--- config.mk ---
export PLATFORM = sky130hd
export DESIGN_NAME = alu_exec_unit_flat
export DESIGN_NICKNAME = d
export VERILOG_FILES = /design/src/rtl/alu_exec_unit_if.sv /design/src/rtl/alu_exec_unit.sv /design/src/flat_wrapper.sv
export SDC_FILE = /design/constraint.sdc
export NUM_CORES = 1
export LEC_CHECK = 0
export CAP_MARGIN = 20
export CELL_PAD_IN_SITES_DETAIL_PLACEMENT = 1
export CELL_PAD_IN_SITES_GLOBAL_PLACEMENT = 1
export CORE_MARGIN = 2
export CORE_UTILIZATION = 37
export DETAILED_ROUTE_END_ITERATION = 10
export PLACE_DENSITY_LB_ADDON = 0.1
export SLEW_MARGIN = 5
export SYNTH_ARGS = -nofsm -noshare
export SYNTH_HDL_FRONTEND = slang
export SYNTH_SLANG_ARGS = --single-unit
--- constraint.sdc ---
create_clock -name clk -period 3.75 [get_ports clk]
set_input_delay 0.5625 -clock clk [delete_from_list [all_inputs] [get_ports clk]]
set_output_delay 0.5625 -clock clk [all_outputs]
set_load 0.01 [all_outputs]
--- src/rtl/alu_exec_unit_if.sv ---
// ---------------------------------------------------------------------------
// alu_exec_unit_if
// Request/response bundle for the multi-cycle ALU execution unit.
//
// Signals:
//   in_valid  - requester has an operation to issue
//   in_ready  - unit can accept an operation this cycle
//   alu_op    - 4-bit operation code
//   a         - operand A (low 5 bits are the shift amount for shifts)
//   b         - operand B (shifted value for shifts, source for LUI)
//   out_valid - result is present
//   out_ready - consumer takes the result this cycle
//   result    - 32-bit operation result
//   illegal   - result came from an undefined opcode
//
// Modports:
//   master - the requester/consumer side
//   slave  - the execution unit side
// ---------------------------------------------------------------------------
interface alu_exec_unit_if;
    logic        in_valid;
    logic        in_ready;
    logic [3:0]  alu_op;
    logic [31:0] a;
    logic [31:0] b;
    logic        out_valid;
    logic        out_ready;
    logic [31:0] result;
    logic        illegal;

    modport master (
        output in_valid, alu_op, a, b, out_ready,
        input  in_ready, out_valid, result, illegal
    );

    modport slave (
        input  in_valid, alu_op, a, b, out_ready,
        output in_ready, out_valid, result, illegal
    );
endinterface

--- src/rtl/alu_exec_unit.sv ---
// ---------------------------------------------------------------------------
// alu_exec_unit
// Multi-cycle ALU. Arithmetic and logic ops finish one cycle after they are
// accepted; shifts move the working value one bit per cycle so a shift by n
// finishes n+1 cycles after acceptance. Results are held until consumed.
//
// Ports:
//   clk - rising-edge clock
//   rst - synchronous active-high reset
//   bus - alu_exec_unit_if.slave request/response bundle
// ---------------------------------------------------------------------------
module alu_exec_unit (
    input  logic            clk,
    input  logic            rst,
    alu_exec_unit_if.slave  bus
);

    localparam logic [3:0] OP_ADDU = 4'd0;
    localparam logic [3:0] OP_SUBU = 4'd1;
    localparam logic [3:0] OP_SLT  = 4'd2;
    localparam logic [3:0] OP_SLTU = 4'd3;
    localparam logic [3:0] OP_AND  = 4'd4;
    localparam logic [3:0] OP_OR   = 4'd5;
    localparam logic [3:0] OP_XOR  = 4'd6;
    localparam logic [3:0] OP_LUI  = 4'd7;
    localparam logic [3:0] OP_SLL  = 4'd8;
    localparam logic [3:0] OP_SRA  = 4'd9;
    localparam logic [3:0] OP_SRL  = 4'd10;
    localparam logic [3:0] OP_NOR  = 4'd11;

    typedef enum logic [1:0] {
        IDLE  = 2'd0,
        SHIFT = 2'd1,
        DONE  = 2'd2
    } state_t;

    state_t      state;
    state_t      state_next;

    logic [3:0]  op_r;
    logic [31:0] result_r;
    logic        illegal_r;
    logic [4:0]  cnt_r;
    logic        fill_r;

    logic        is_shift_op;
    logic [4:0]  shamt;
    logic [31:0] alu_value;
    logic        alu_illegal;
    logic [31:0] shift_value;

    assign shamt       = bus.a[4:0];
    assign is_shift_op = (bus.alu_op == OP_SLL) || (bus.alu_op == OP_SRA) ||
                         (bus.alu_op == OP_SRL);

    // Single-cycle result computed straight from the request inputs. Shifts
    // just pass B through here: it becomes the final result for a zero shift
    // amount, or the starting value of the working register otherwise.
    always_comb begin
        alu_value   = 32'd0;
        alu_illegal = 1'b0;
        case (bus.alu_op)
            OP_ADDU: alu_value = bus.a + bus.b;
            OP_SUBU: alu_value = bus.a - bus.b;
            OP_SLT:  alu_value = {31'd0, $signed(bus.a) < $signed(bus.b)};
            OP_SLTU: alu_value = {31'd0, bus.a < bus.b};
            OP_AND:  alu_value = bus.a & bus.b;
            OP_OR:   alu_value = bus.a | bus.b;
            OP_XOR:  alu_value = bus.a ^ bus.b;
            OP_LUI:  alu_value = {bus.b[15:0], 16'h0000};
            OP_SLL:  alu_value = bus.b;
            OP_SRA:  alu_value = bus.b;
            OP_SRL:  alu_value = bus.b;
            OP_NOR:  alu_value = ~(bus.a | bus.b);
            default: begin
                alu_value   = 32'd0;
                alu_illegal = 1'b1;
            end
        endcase
    end

    // One-bit step of the working register. SRA fills from the sign bit of
    // the original B, captured at acceptance, rather than the live MSB.
    always_comb begin
        shift_value = result_r;
        case (op_r)
            OP_SLL:  shift_value = {result_r[30:0], 1'b0};
            OP_SRL:  shift_value = {1'b0, result_r[31:1]};
            OP_SRA:  shift_value = {fill_r, result_r[31:1]};
            default: shift_value = result_r;
        endcase
    end

    // Next-state logic. The counter is at 1 on the last shift cycle, since
    // it reaches 0 on the same edge that moves the FSM into DONE.
    always_comb begin
        state_next = state;
        case (state)
            IDLE: begin
                if (bus.in_valid) begin
                    if (is_shift_op && (shamt != 5'd0)) begin
                        state_next = SHIFT;
                    end else begin
                        state_next = DONE;
                    end
                end
            end
            SHIFT: begin
                if (cnt_r <= 5'd1) begin
                    state_next = DONE;
                end
            end
            DONE: begin
                if (bus.out_ready) begin
                    state_next = IDLE;
                end
            end
            default: state_next = IDLE;
        endcase
    end

    // State register; reset overrides any handshake in flight.
    always_ff @(posedge clk) begin
        if (rst) begin
            state <= IDLE;
        end else begin
            state <= state_next;
        end
    end

    // Datapath registers. The captured request lives in op_r, fill_r, cnt_r
    // and result_r, so the request inputs may change freely after acceptance.
    always_ff @(posedge clk) begin
        if (rst) begin
            op_r      <= 4'd0;
            result_r  <= 32'd0;
            illegal_r <= 1'b0;
            cnt_r     <= 5'd0;
            fill_r    <= 1'b0;
        end else begin
            case (state)
                IDLE: begin
                    if (bus.in_valid) begin
                        op_r      <= bus.alu_op;
                        result_r  <= alu_value;
                        illegal_r <= alu_illegal;
                        fill_r    <= bus.b[31];
                        cnt_r     <= is_shift_op ? shamt : 5'd0;
                    end
                end
                SHIFT: begin
                    result_r <= shift_value;
                    cnt_r    <= cnt_r - 5'd1;
                end
                default: begin
                end
            endcase
        end
    end

    assign bus.in_ready  = (state == IDLE);
    assign bus.out_valid = (state == DONE);
    assign bus.result    = result_r;
    assign bus.illegal   = illegal_r;

endmodule

--- src/flat_wrapper.sv ---
// flat-port wrapper written by rule: the top's interface ports become plain ports
module alu_exec_unit_flat 
  (clk, rst, bus_in_valid, bus_alu_op, bus_a, bus_b, bus_out_ready, bus_in_ready, bus_out_valid, bus_result, bus_illegal);
  alu_exec_unit_if bus_i ();
  input  logic clk;
  input  logic rst;
  input wire logic [$bits(bus_i.in_valid)-1:0] bus_in_valid;
  input wire logic [$bits(bus_i.alu_op)-1:0] bus_alu_op;
  input wire logic [$bits(bus_i.a)-1:0] bus_a;
  input wire logic [$bits(bus_i.b)-1:0] bus_b;
  input wire logic [$bits(bus_i.out_ready)-1:0] bus_out_ready;
  output wire logic [$bits(bus_i.in_ready)-1:0] bus_in_ready;
  output wire logic [$bits(bus_i.out_valid)-1:0] bus_out_valid;
  output wire logic [$bits(bus_i.result)-1:0] bus_result;
  output wire logic [$bits(bus_i.illegal)-1:0] bus_illegal;
  assign bus_i.in_valid = bus_in_valid;
  assign bus_i.alu_op = bus_alu_op;
  assign bus_i.a = bus_a;
  assign bus_i.b = bus_b;
  assign bus_i.out_ready = bus_out_ready;
  assign bus_in_ready = bus_i.in_ready;
  assign bus_out_valid = bus_i.out_valid;
  assign bus_result = bus_i.result;
  assign bus_illegal = bus_i.illegal;
  alu_exec_unit u_core (.clk(clk), .rst(rst), .bus(bus_i));
endmodule
=== Yosys cells after proc, flatten, opt, wreduce, memory -nomap -nowiden ===
Index checks and enable logic that the tools add are counted.

* Flip-flop bits (word level): 45
* Output and inout bits: 35
* Word-level logic and storage cells: 62

* Add/sub/neg operators: 3
* $lt $le $gt $ge: 3
* Equal/unequal tests: 20
* Multiplexer cells: 13
* Bitwise operators: 4
* Reduce and logical (&&, ||, !) cells: 13

{| class="wikitable"
|+ Operator list
! cell !! number
|-
| $pmux W32 S10 || 1
|-
| $pmux W32 S3 || 1
|-
| $lt A32 B32 Y1 || 2
|-
| $pmux W32 S2 || 1
|-
| $add A32 B32 Y32 || 1
|-
| $and A32 B32 Y32 || 1
|-
| $mux W32 || 1
|-
| $not A32 Y32 || 1
|-
| $or A32 B32 Y32 || 1
|-
| $sub A32 B32 Y32 || 1
|-
| $xor A32 B32 Y32 || 1
|-
| $eq A4 B4 Y1 const B || 7
|-
| $eq A4 B3 Y1 const B || 4
|-
| $reduce_or A12 Y1 || 1
|-
| $mux W5 || 2
|-
| $pmux W5 S2 || 1
|-
| $eq A4 B2 Y1 const B || 2
|-
| $mux W2 || 4
|-
| $pmux W2 S3 || 1
|-
| $reduce_and A3 Y1 || 2
|-
| $le A5 B1 Y1 const B || 1
|-
| $reduce_bool A5 Y1 || 1
|-
| $sub A5 B1 Y5 const B || 1
|-
| $eq A4 B1 Y1 const B || 1
|-
| 13 further kinds || 16
|}

=== Longest topological paths before layout ===
Gate-level depths: netlist (run 1).

* Depth after elaboration: 7
* Depth in mapped cells: 14
* Gate-level depth less buffers: 14

=== Worst setup path after synthesis (run 1) ===
OpenSTA, ideal clock, no wires.

* Path type: input-to-reg
* From: in bus_b[6]
* To: reg u_core.result_r[31] (netlist: u_core.bus.result[31])
* Library setup time: 0.134 ns
* Arrival time: 3.195 ns
* Data required time: 3.616 ns
* Setup slack: 0.421 ns
* Stages: 12
* Path buffers: 0
* Cell sequence: inv_1 > ha_1 > nor2b_1 > a2111oi_4 > a211oi_1 > or3_1 > o41a_1 > a211oi_2 > o31ai_1 > mux2_1 > a211oi_1 > o22ai_1

* Longest elaborated chain between the ends: 4
* Elaborated cells between the ends (all ways): 5
* Classes of those cells: 2 x add/sub; 3 x mux

{| class="wikitable"
|+ Ends and longest elaborated chain
! item !! line !! source
|-
| start: declaration || flat_wrapper.sv:10 || <nowiki>input wire logic [$bits(bus_i.b)-1:0] bus_b;</nowiki>
|-
| $sub A32 B32 Y32 or $add A32 B32 Y32 (tied branches) || alu_exec_unit.sv:64, alu_exec_unit.sv:63 ||
|-
| $pmux W32 S10 (*) || alu_exec_unit.sv:62 || <nowiki>case (bus.alu_op)</nowiki>
|-
| $mux W32 (*) || alu_exec_unit.sv:143 || <nowiki>if (bus.in_valid) begin</nowiki>
|-
| $pmux W32 S2 (*) || alu_exec_unit.sv:141 || <nowiki>case (state)</nowiki>
|-
| end signal: assignment || alu_exec_unit.sv:145 || <nowiki>result_r <= alu_value;</nowiki>
|-
| end signal: assignment || alu_exec_unit.sv:152 || <nowiki>result_r <= shift_value;</nowiki>
|-
| end: declaration || alu_exec_unit.sv:41 || <nowiki>logic [31:0] result_r;</nowiki>
|}

Every way passes the cells marked *; elsewhere a longest branch is shown, timed or not. The select of a mux whose other input is x is not followed.
A chain may end at the register's enable or synchronous reset.

=== Final worst setup path (run 1) ===
* From: in bus_b[0]
* To: reg u_core.result_r[24] (netlist: u_core.bus.result[24])

The elaborated chain is that of the path after synthesis.

==> results.md, run 1 <==
- Outcome: finished with violations
- Failing checks: negative setup slack
- Max Clk Rate: between 0.2 and 0.3 GHz
- Nets: 1601
- Via Count: 10537
- GRT Util Overall: 0.359
- Mapped Nets: between 1000 and 1500
- Fin. max-slew vios: 0
- Full die area: 22100 um2
- First-pass GRT wire length: slightly above 60 mm
- WHS Path Cells: 2
- Layout cells sized above 1: 0.249
- RSZ-0062 raised after global routing: true
- Cell count after synthesis: 1124
- Mapped Avg Cell Area: approximately 6.9 um2
- Post-synth ARST share: 0
- Die W: 149 um
- Final WS setup: -30.6 ps
- Setup WS pre-CTS: -564 ps
- PD cells: roughly 250 nW/um2
- FP Rows: 52
- Worst-path clk slew: 70 ps
- Setup Skew: 6.39 ps
- Register bit total from synthesis: 45
- Largest net degree at the start of global routing: 33
- Clock sinks: 45
- CTS H-tree depth: 2
- Slew @ Worst Pin: 1000 ps
- Primary FF master, synth: dfxtp_1
- Initial Util: 0.380
- Crit path DAT: 3970 ps
- Minimum clock period: 3780 ps
- Final period utilization: 1.01
- Setup-failing EPs final: 2
- Hold WS: ~460 ps
- Die H: about 150 um
- Cts hold-fix bufs: 0
- Core ar.: just over 20000 um2
- Kind of critical path: input pin to flop
- Routed WL: 40.9 mm
- Max Cap Viol: 0
- Vias/cell: 6.21
- Cells on worst reg2reg path: 8
- GPL Wtd Cong: 1.02
- Number of distinct library cells after synthesis: just over 70
- Number of synthesized flops with an enable pin: 0
- Leakage: 5.02 nW
- Synth Warn #: 0
- Dpl hpwl: 32.5 mm
- Antenna violations before repair: 2
- Remaining antenna violation count: 0
- VDD IR-drop max: 192 uV
- Crit start category: input pin
- Reg area: 901 um2
- DR iter-0 viols: roughly 1100
- CP Max Fanout: 5
- I/O Buffers: around 110
- Clock buffer depth: 2
- Worst hold path type: flop to flop
- Worst-Skew Late Latency: ~300 ps
- CTS root buf: clkbuf_16
- CTS tree: done
- Vias in the first global route: between 10000 and 15000
- Congestion Overflow GR: 0
- DR WL/cell: ~24 um
- Part of the Yosys area used for sequential elements: 0.116
- Max_slew headroom: 0.331
- IO Pins: 107
- CTS buffer count: 5
- Data required, critical path: 3940 ps
- DR pass1 iterations: 5
- Fillers: 2562
- DRC errors left: 0
- Critical path capture point type: flop
- Multi-input logic area: 6580 um2
- Synth Cell Area: 7750 um2
- Layout area overhead: 48.3%
- Hold Fails Final Rpt: 0
==> registers in the layout (all words and copies together) (netlist names) <==
name	count
u_core.cnt_r	5
u_core.op_r	4
u_core.bus.illegal	1
u_core.state	2
u_core.bus.result	32
u_core.fill_r	1
==> worst max-delay path, cell delays in order <==
cell and delay, ps:
clkdlybuf4s50_1 480, buf_4 170, ha_1 230, fa_1 430, a21oi_2 200, o221a_2 260
o2bb2ai_1 160, o31ai_1 90, buf_4 190, a21o_1 210, a211oi_1 290, nor3_1 100
a2111oi_0 370, nor3_1 80, o31a_1 120
==> repair_timing <==
| item | 4_1_cts | 5_1_grt |
|---|---|---|
| setup endpoints to repair | 8 | 18 |
| pin swaps | 7 | 16 |
| buffers inserted | 3 | 4 |
| gates resized for setup | 32 | 60 |
| cloned | 0 | 0 |
==> final cells by class <==
| class | count | share of cell area |
|---|---|---|
| Multi-Input combinational cell | 906 | 0.573 |
| Sequential cell | 45 | 0.0784 |
| Clock inverter | 3 | 0.00599 |
| Timing Repair Buffer | 369 | 0.270 |
| Inverter | 99 | 0.0323 |
| Tap cell | 270 | 0.0294 |
| Antenna cell | 1 | 0.000218 |
| Clock buffer | 5 | 0.0109 |
==> per-layer routing <==
| layer | global-route usage | vias up | wire length, um |
|---|---|---|---|
| met5 | 0 | - | 11 |
| met1 | 0.504 | 5143 | 18000 |
| met3 | 0.0390 | 76 | 3140 |
| met2 | 0.584 | 526 | 18600 |
| met4 | 0.0981 | 2 | 1200 |
| li1 | - | 4790 | - |
==> through the flow <==
step,setup TNS (ps),utilization,area [um2],power [mW],instances
6_report,-55.7,0.564,11500,2.82,1698
5_1_grt,-445,0.564,11500,2.93,1697
4_1_cts,0,0.550,11200,2.72,1693
3_5_place_dp,-5590,0.533,10900,2.09,1682
3_3_place_gp,-4180,0.533,10900,2.06,1682
2_1_floorplan,0,-,7750,1.30,1124
==> logic make-up after synthesis <==
family / count (synthesis) / share of synthesized area
buffers and inverters: 173 / 0.0844
XOR/XNOR: 12 / 0.0136
adder cells (fa/ha/maj): 103 / 0.168
AO/OA/AOI/OAI: 423 / 0.372
AND/OR/NAND/NOR: 330 / 0.196
multiplexers: 38 / 0.0502
flip-flops: 45 / 0.116
==> final timing paths <==
check	from	endpoint	slack, ps
worst max-delay path	bus_b[0]	u_core.bus.result[24]	-30
worst min-delay path	u_core.bus.illegal	u_core.bus.illegal	460
worst max register to register	u_core.state[1]	u_core.bus.result[16]	1130
worst min register to register	u_core.bus.illegal	u_core.bus.illegal	460
==> cell usage in the layout (no fill, tap or decap), types with 8 or more instances in the layout <==
cell	n
dfxtp_1	45
o21bai_1	8
nor3_1	36
inv_1	85
xnor2_1	11
a21oi_1	103
o31ai_1	13
nand2_1	82
o221ai_1	10
a211oi_1	13
a21o_1	15
o211ai_1	16
ha_1	87
a2111oi_0	8
a22oi_1	20
clkdlybuf4s50_1	86
mux2i_1	31
o22ai_1	22
dlymetal6s2s_1	14
nand3_1	24
nand2b_1	15
buf_4	258
ha_4	13
a221oi_1	23
inv_2	14
nor2_1	111
o21ai_0	68
a221o_1	9
nor2b_1	10
==> synth_stat cells (20+ instances only) <==
cell        n  area (um2)
nor2_1    114         428
a221oi_1   27         236
inv_1      95         357
dfxtp_1    45         901
nand2_1    82         308
mux2i_1    31         310
ha_1      101        1260
clkbuf_1   65         244
nor3_1     40         200
a21oi_1   107         536
a22oi_1    20         150
o22ai_1    22         138
o21ai_0    73         365
nand3_1    24         120
==> power breakdown <==
part           internal (mW)  leakage (nW)  switching [mW]
Combinational          0.739          4.55           0.889
Sequential             0.521         0.370          0.0563
Clock                  0.385        0.0944           0.225
Total                   1.65          5.02            1.17
(Power assumes the default switching activity.)
==> inputs of run 2 (changes only) <==
- CORE_ASPECT_RATIO: default -> 1.25
- CORE_UTILIZATION: 37 -> 33
- clock period: 3.75 -> 4.9 ns (I/O delays scaled with it)
==> run 2 against run 1 <==
  * The run now ends clean
  * Total power is 37% lower
  * Global-route usage decreased by 6.9 points
  * Combinational power down 39%
  * Sequential power shrank 23%
  * Register-to-register slack better by 530 ps
  * Worst hold slack improved by 4.1 ps
  * Flip-flop and latch count did not move
  * Largest power group unchanged
==> results.md, run 2 (synthesized netlist as in run 1, its figures left out) <==
- Commonest cells after routing, fill and taps aside: 112 x nor2_1, 106 x a21oi_1, 105 x clkdlybuf4s50_1
- Slowest stage delay, CP: slightly below 700 ps
- Die W: 141 um
- Leakage: 3.90 nW
- CTS H-tree depth: 2
- Worst hold path type: flop to flop
- Outcome: finished, final reports clean
- Final period utilization: 0.895
- Final core occ: 0.418
- Flop pwr share: 0.247
- Max reg flops: 32
- Vias in the first global route: 9281
- NetSw: between 0.7 and 0.8 mW
- Fin area: 9640 um2
- PD cells: roughly 190 nW/um2
- Cts hold-fix bufs: 0
- Worst Path Buf+Inv: 2
- Post-CTS Resized: 0
- DR WL/cell: 24.0 um
- Nets: 1412
- Setup Skew: 6.99 ps
- Dpl hpwl: 29.0 mm
- Gate power share: 0.556
- Kind of critical path: input pin to flop
- Worst-path clk slew: 70 ps
- GRT Util Overall: 0.290
- Data required, critical path: 5070 ps
- Core ar.: 23000 um2
- CP max stage cell: clkdlybuf4s50_1
- Final WS setup: a little over 500 ps
- Minimum clock period: between 4000 and 5000 ps
- Sw Share: 0.436
- RSZ-0062 raised after global routing: false
- Clock buffer depth: 2
- Congestion Overflow GR: 0
- Setup TNS Final: 0 ps
- Full die area: 24700 um2
- Vias/cell: 6.17
- Post CTS Setup Buffer Count: 0
- DRC errors left: 0
- Setup WS pre-CTS: ~230 ps
- Slew @ Worst Pin: 956 ps
- P_int: 1.01 mW
- Worst-path cell chain: clkdlybuf4s50_1 -> inv_1 -> ha_1 -> or3_1 -> or4_1 -> a211oi_1 -> or3_1 -> o41a_1 -> a211oi_2 -> o31ai_1 -> mux2_1 -> a211oi_1 -> o22ai_1
- Cell family with most CP delay: compound AO/OA/AOI/OAI gates
- Post-Place Cells: 1518
- Initial Util: 0.336
- Antenna violations before repair: 2
- IO Pins: 107
- N_diodes: 0
- Die H: 175 um
- Via Count: 9416
- Layout area overhead: 24.4%
- Fillers: 2911
- Hold Fails Final Rpt: 0
- GPL Wtd Cong: 0.953
- Hold WS: 461 ps
- Max Cap Viol: 0
- Setup-failing EPs final: 0
- Crit path DAT: roughly 4600 ps
- Routed WL: 36.5 mm
- Layout cells sized above 1: 0.0881
- DR pass1 iterations: 5
- CTS tree: done
- Largest net degree at the start of global routing: 35
- Clock share of power: 0.197
- Critical path capture point type: flop
- Total power: 1.79 mW
- I/O Buffers: between 100 and 150
- CTS buffer count: 5
- Non-Filler Instances: ~1500
- Post-DP Area: 9490 um2
- DR iter-0 viols: 743
- First-pass GRT wire length: 55.8 mm
- FP Rows: 62
- Fin. max-slew vios: 0
- CTS root buf: clkbuf_16
- VDD IR-drop max: roughly 110 uV
- Worst-Skew Late Latency: 290 ps
- CP Max Fanout: 4
- Max_slew headroom: 0.358
- Remaining antenna violation count: 0
- Clock sinks: 45
- Most common cell after layout, fill and taps aside: nor2_1
- Crit start category: input pin
- Max Clk Rate: roughly 0.23 GHz
==> run 2: power by group through the flow <==
| stage | logic (mW) | clock network (mW) | registers, mW |
|---|---|---|---|
| 3_3_place_gp | 0.965 | 0 | 0.449 |
| 2_1_floorplan | 0.548 | 0 | 0.446 |
| 5_1_grt | 1.08 | 0.372 | 0.447 |
| 6_report | 0.993 | 0.352 | 0.442 |
| 3_5_place_dp | 0.973 | 0 | 0.449 |
| 4_1_cts | 0.978 | 0.356 | 0.441 |
==> run 2: final timing paths <==
| check | cells after the start | startpoint | end | slack, ps |
|---|---|---|---|---|
| max | 13 | bus_b[8] | u_core.bus.result[31] | 510 |
| min | 2 | u_core.fill_r | u_core.fill_r | 460 |
| max reg2reg | 9 | u_core.state[1] | u_core.bus.result[16] | 1660 |
| min reg2reg | 2 | u_core.fill_r | u_core.fill_r | 460 |
==> run 2: cell type report <==
type	instances	area, um2	share of cell area
multi-input cells	906	6240	0.647
repair buffers	180	1620	0.169
flip-flops and latches	45	901	0.0935
inverters	99	372	0.0386
well taps	288	360	0.0374
clock buffers	7	143	0.0148
==> run 2: metal layers <==
| metal | GRT usage | up-vias | wire length, um |
|---|---|---|---|
| met5 | 0 | - | 27 |
| met4 | 0.0900 | 4 | 1110 |
| met3 | 0.0210 | 62 | 1730 |
| met2 | 0.478 | 308 | 16700 |
| met1 | 0.403 | 4646 | 16900 |
| li1 | - | 4396 | - |
==> run 2: worst reg2reg max path, cell delays in order, from the launching register on <==
cell       delay (ps)
dfxtp_1           340
nand2b_1          500
buf_4             390
o21ai_1           780
buf_4             360
nor3_1             80
a21oi_1           150
o2111ai_1         130
a221oi_1          320
nor3_1             80
